<file path="config.mk">
export PLATFORM = sky130hd
export DESIGN_NAME = regfile_dump_reader
export DESIGN_NICKNAME = d
export VERILOG_FILES = /design/src/rtl/regdump_pkg.sv /design/src/rtl/regdump_xor_acc.sv /design/src/rtl/regfile_dump_reader.sv
export SDC_FILE = /design/constraint.sdc
export NUM_CORES = 1
export LEC_CHECK = 0
export CORE_AREA = 2 2 69 71
export CTS_BUF_LIST = sky130_fd_sc_hd__clkbuf_4 sky130_fd_sc_hd__clkbuf_8
export CTS_CLUSTER_SIZE = 14
export DETAILED_ROUTE_END_ITERATION = 16
export DIE_AREA = 0 0 71 73
export GPL_ROUTABILITY_DRIVEN = 0
export PLACE_DENSITY = 0.86
export SLEW_MARGIN = 20
export SYNTH_ARGS = -nofsm -noshare
export SYNTH_HDL_FRONTEND = slang
export SYNTH_SLANG_ARGS = --single-unit
</file>
<file path="constraint.sdc">
create_clock -name clk -period 2.3 [get_ports clk]
set_input_delay 0.575 -clock clk [delete_from_list [all_inputs] [get_ports clk]]
set_output_delay 0.575 -clock clk [all_outputs]
set_load 0.005 [all_outputs]
</file>
<file path="src/rtl/regdump_pkg.sv">
// -----------------------------------------------------------------------------
// regdump_pkg
// Shared types and helpers for the register-file dump reader.
//   state_t   : dump sequencer states (IDLE, FETCH, SEND, CSUM)
//   ptr_width : width of the walk pointer, one bit wider than the address so
//               that the value DEPTH (end of walk) is representable.
// Optional feature: REGDUMP_CHECKSUM_EN (consumed by regfile_dump_reader).
// -----------------------------------------------------------------------------
package regdump_pkg;

   typedef enum logic [1:0] {
      IDLE  = 2'd0,
      FETCH = 2'd1,
      SEND  = 2'd2,
      CSUM  = 2'd3
   } state_t;

   function automatic int ptr_width(input int depth);
      return $clog2(depth) + 1;
   endfunction

endpackage

</file>
<file path="src/rtl/regdump_xor_acc.sv">
// -----------------------------------------------------------------------------
// regdump_xor_acc
// Running XOR accumulator used to build the optional dump checksum word.
// Ports:
//   clk     in   clock, posedge
//   rst_n   in   asynchronous active-low reset, clears the accumulator
//   clear   in   synchronous clear (takes priority over enable)
//   enable  in   fold din into the accumulator this cycle
//   din     in   WIDTH data to fold in
//   acc     out  WIDTH accumulated XOR value
// Instantiated only when REGDUMP_CHECKSUM_EN is defined.
// -----------------------------------------------------------------------------
module regdump_xor_acc
   import regdump_pkg::*;
#(
   parameter int WIDTH = 32
) (
   input  logic             clk,
   input  logic             rst_n,
   input  logic             clear,
   input  logic             enable,
   input  logic [WIDTH-1:0] din,
   output logic [WIDTH-1:0] acc
);

   logic [WIDTH-1:0] acc_reg;

   always_ff @(posedge clk or negedge rst_n) begin
      if (!rst_n) begin
         acc_reg <= '0;
      end else if (clear) begin
         acc_reg <= '0;
      end else if (enable) begin
         acc_reg <= acc_reg ^ din;
      end
   end

   assign acc = acc_reg;

endmodule

</file>
<file path="src/rtl/regfile_dump_reader.sv">
// -----------------------------------------------------------------------------
// regfile_dump_reader
// Walks every entry of an attached register array through its combinational
// read port after a start pulse and streams the words out on a valid/ready
// interface, one word per cycle while the sink is ready.
// Ports:
//   clk      in   clock, posedge
//   rst_n    in   asynchronous active-low reset
//   start    in   one-cycle dump request, ignored while busy
//   busy     out  high while a dump is in progress
//   done     out  one-cycle pulse after the final word's handshake
//   rd_addr  out  read address to the register array
//   rd_data  in   combinational read data for rd_addr
//   m_valid  out  output word valid
//   m_ready  in   sink ready
//   m_data   out  output word
//   m_addr   out  source index of m_data (0 for the checksum word)
//   m_last   out  final word of the dump
// Optional feature: define REGDUMP_CHECKSUM_EN to append an XOR checksum of
// all DEPTH words as one extra word (m_last=1, m_addr=0).
// -----------------------------------------------------------------------------
module regfile_dump_reader
   import regdump_pkg::*;
#(
   parameter int WIDTH = 32,
   parameter int DEPTH = 8
) (
   input  logic                     clk,
   input  logic                     rst_n,
   input  logic                     start,
   output logic                     busy,
   output logic                     done,
   output logic [$clog2(DEPTH)-1:0] rd_addr,
   input  logic [WIDTH-1:0]         rd_data,
   output logic                     m_valid,
   input  logic                     m_ready,
   output logic [WIDTH-1:0]         m_data,
   output logic [$clog2(DEPTH)-1:0] m_addr,
   output logic                     m_last
);

   localparam int AW = $clog2(DEPTH);
   localparam int PW = ptr_width(DEPTH);
   localparam logic [PW-1:0] PTR_END  = PW'(DEPTH);
   localparam logic [PW-1:0] PTR_LAST = PW'(DEPTH - 1);
`ifdef REGDUMP_CHECKSUM_EN
   localparam logic CSUM_EN = 1'b1;
`else
   localparam logic CSUM_EN = 1'b0;
`endif

   state_t           state_reg,   state_next;
   logic [PW-1:0]    ptr_reg,     ptr_next;
   logic             m_valid_reg, m_valid_next;
   logic [WIDTH-1:0] m_data_reg,  m_data_next;
   logic [AW-1:0]    m_addr_reg,  m_addr_next;
   logic             m_last_reg,  m_last_next;
   logic             done_reg,    done_next;
   logic             load;        // capture rd_data into the output register

`ifdef REGDUMP_CHECKSUM_EN
   logic             acc_clear;
   logic [WIDTH-1:0] csum;

   // Cleared on the acceptance edge, then folds in each word as it is loaded,
   // so it always matches exactly what the sink received.
   assign acc_clear = (state_reg == IDLE) && start;

   regdump_xor_acc #(
      .WIDTH (WIDTH)
   ) u_xor_acc (
      .clk    (clk),
      .rst_n  (rst_n),
      .clear  (acc_clear),
      .enable (load),
      .din    (rd_data),
      .acc    (csum)
   );
`endif

   always_ff @(posedge clk or negedge rst_n) begin
      if (!rst_n) begin
         state_reg   <= IDLE;
         ptr_reg     <= '0;
         m_valid_reg <= 1'b0;
         m_data_reg  <= '0;
         m_addr_reg  <= '0;
         m_last_reg  <= 1'b0;
         done_reg    <= 1'b0;
      end else begin
         state_reg   <= state_next;
         ptr_reg     <= ptr_next;
         m_valid_reg <= m_valid_next;
         m_data_reg  <= m_data_next;
         m_addr_reg  <= m_addr_next;
         m_last_reg  <= m_last_next;
         done_reg    <= done_next;
      end
   end

   always_comb begin
      state_next   = state_reg;
      ptr_next     = ptr_reg;
      m_valid_next = m_valid_reg;
      m_data_next  = m_data_reg;
      m_addr_next  = m_addr_reg;
      m_last_next  = m_last_reg;
      done_next    = 1'b0;
      load         = 1'b0;

      case (state_reg)
         IDLE: begin
            if (start) begin
               ptr_next   = '0;
               state_next = FETCH;
            end
         end

         FETCH: begin
            load       = 1'b1;
            state_next = SEND;
         end

         SEND: begin
            if (m_valid_reg && m_ready) begin
               if (ptr_reg != PTR_END) begin
                  // Back-to-back: the next word replaces the accepted one.
                  load = 1'b1;
               end else begin
`ifdef REGDUMP_CHECKSUM_EN
                  m_data_next = csum;
                  m_addr_next = '0;
                  m_last_next = 1'b1;
                  state_next  = CSUM;
`else
                  m_valid_next = 1'b0;
                  m_last_next  = 1'b0;
                  done_next    = 1'b1;
                  state_next   = IDLE;
`endif
               end
            end
         end

`ifdef REGDUMP_CHECKSUM_EN
         CSUM: begin
            if (m_valid_reg && m_ready) begin
               m_valid_next = 1'b0;
               m_last_next  = 1'b0;
               done_next    = 1'b1;
               state_next   = IDLE;
            end
         end
`endif

         default: begin
            state_next = IDLE;
         end
      endcase

      // The array is only read on a load, so a stalled word never re-reads
      // and later writes to an already-sent entry cannot leak into the stream.
      if (load) begin
         m_data_next  = rd_data;
         m_addr_next  = ptr_reg[AW-1:0];
         m_valid_next = 1'b1;
         m_last_next  = (ptr_reg == PTR_LAST) && !CSUM_EN;
         ptr_next     = ptr_reg + PW'(1);
      end
   end

   assign busy    = (state_reg != IDLE);
   assign done    = done_reg;
   assign rd_addr = ptr_reg[AW-1:0];
   assign m_valid = m_valid_reg;
   assign m_data  = m_data_reg;
   assign m_addr  = m_addr_reg;
   assign m_last  = m_last_reg;

endmodule

</file>
==> flow_summary.ini <==
[global_route]
track_usage = 0.145
antenna_found_initial = 0
grt-ovfl-total = 0
grt_max_degree = 28
first_global_vias = 1308
grt_first_pass_wirelength_um = 5890

[final_layout]
stdcell_count = 266
drive_above_1_share = 0.250
mostFrequentLayoutCells = 76 x clkdlybuf4s50_1, 44 x dfrtp_1, 38 x mux2_2
largest_register_ffs = 32
layout_commonest_cell = clkdlybuf4s50_1
syn_to_final_growth_pct = 48.8
nets = 254
diodes = 0
design_area_mm2 = 0.00279
final_util = 0.614

[route]
first_iter_violations = 52
vias_per_cell = 4.79
via_count = 1273
routedWlPerCell_um = 13.4
wl_um = 3560
drc = 0
ant_nets = 0
drt-pass1-iter-count = 2

[yosys]
syn_area_mm2 = 0.00187
avgSynthCellArea_um2 = 14.5
syn_nets = 172
synthCells = 129
synth_top_area_frac = 0.588
ys_warn_count = 0
synth_cell_types = 19
synth-seq-cells = 44
synth_top_area_cell = dfrtp_1
yosys-top-cells-area = dfrtp_1 59%, mux2_2 23%, ha_1 4.7%
synth-seq-area-share = 0.588

[sta]
fin_setup_tns_ns = 0
clock.fmax_mhz = 458
hold_ws_ns = 0.267
maxSlewHeadroom = 0.619
fin_crit_sh = 0.950
setup_violations = 0
setup_slack_ns = 0.116
fin_skew_ns = 0.00902
hold_viol = 0
report.final.slew_viol_count = 0
timing.final.crit_period_ns = 2.18
rsz0062_at_grt = no
worst_pin_slew_ns = 0.572

[die]
ios = 78
core_area_mm2 = 0.00454
start_util = 0.413
die_y_um = 73
dieWidth_um = 71
num_rows = 25
die_area_mm2 = 0.00518

[power_and_ir_drop]
vdd_ir_drop_max_uv = 682
p_int_mw = 2.67
power_mw = 3.72
pwr-share-clk = 0.137
p_comb_frac = 0.499
seqPwrFrac = 0.364
p_per_area_mw_per_mm2 = 1340
switchingPower_mw = 1.06
swShare = 0.284
leakagePower_nw = 1.17

[setup_path]
criticalPathCategory = reg2out
critical_path_arrival_ns = 1.61
end_kind = output pin
required_ns = 1.73
crit_path_start_kind = register
path_max_fanout = 4

[min_path]
worst_hold_path_type = in2async

[clock_network]
cts_root_buffer = clkbuf_8
clk_pin_slew_worst_paths_ns = 0.08
post_cts_resized = 0
clock_latency_ns = 0.29
cts.sinks = 44
cts.htree.levels = 2
cts_buffers = 5
postCtsSetupBuffers = 0
cts_tree = done
ctsHoldBuffers = 0
clk_path_buf_depth = 2

[run]
cap_violations = 0

[placed_design]
place_area_mm2 = 0.00269
port-buffer-count = 77
post-place-ws_ns = 0.131
dp_hpwl_um = 2670
placed_cells = 258

[outcome]
outcome = finished clean
-- worst paths after layout --
path / cells past startpoint / slack [ns] / end / from
max in group asynchronous: 2 / 1.47 / m_data[8] / rst_n
max reg2reg: 6 / 0.42 / m_data[6] / state_reg[0]
min reg2reg: 1 / 0.51 / m_data[29] / m_data[29]
min in group clk: 1 / 0.51 / m_data[29] / m_data[29]
max: 4 / 0.12 / busy / state_reg[0]
min: 1 / 0.27 / m_addr[0] / rst_n
-- cells in the mapped netlist --
cell type  count
nand2_1        8
o21ai_0        3
nor2_1         1
xnor2_1        1
buf_6          4
dfrtp_1       44
nand4_1        1
nand4b_1       1
mux2_2        38
o2bb2ai_1      1
ha_1           7
o21ai_4        1
inv_1          7
nand3_1        3
buf_4          3
a21oi_1        1
and3b_1        1
a21o_1         2
mux2i_1        2
-- critical path: stages, from the launching register on --
cell             delay [ns]
dfrtp_1                0.41
inv_1                  0.09
ha_1                   0.23
inv_1                  0.08
clkdlybuf4s50_1        0.50
-- logic make-up after synthesis --
| group | Yosys count | synth area share |
|---|---|---|
| XOR/XNOR | 1 | 0.00468 |
| AO/OA/AOI/OAI | 8 | 0.0321 |
| adder cells (fa/ha/maj) | 7 | 0.0468 |
| flip-flops | 44 | 0.588 |
| multiplexers | 40 | 0.239 |
| AND/OR/NAND/NOR | 15 | 0.0388 |
| buffers and inverters | 14 | 0.0501 |
-- layer usage --
| metal | routed length [um] | vias to the layer above | global-route usage |
|---|---|---|---|
| li1 | - | 604 | - |
| met1 | 1440 | 609 | 0.166 |
| met2 | 1800 | 51 | 0.255 |
| met3 | 231 | 9 | 0.0331 |
| met4 | 82 | 0 | 0.0755 |
| met5 | 0 | - | 0 |
-- power by group through the flow --
stage               Sequential (mW)  Combinational [mW]  Clock [mW]
global placement               1.36                1.83           0
floorplan                      1.37               0.989           0
global route                   1.41                2.02       0.565
finish                         1.35                1.86       0.512
detailed placement             1.37                1.88           0
CTS                            1.36                1.89       0.527
-- cell type report --
class	instances	area, um^2
fill	353	1750
sequential	44	1100
timing repair buffer	82	816
multi-input combinational	71	677
clock buffer	8	97.6
tap	54	67.6
inverter	7	26.3
No activity file was read; power rests on OpenSTA's default activity.
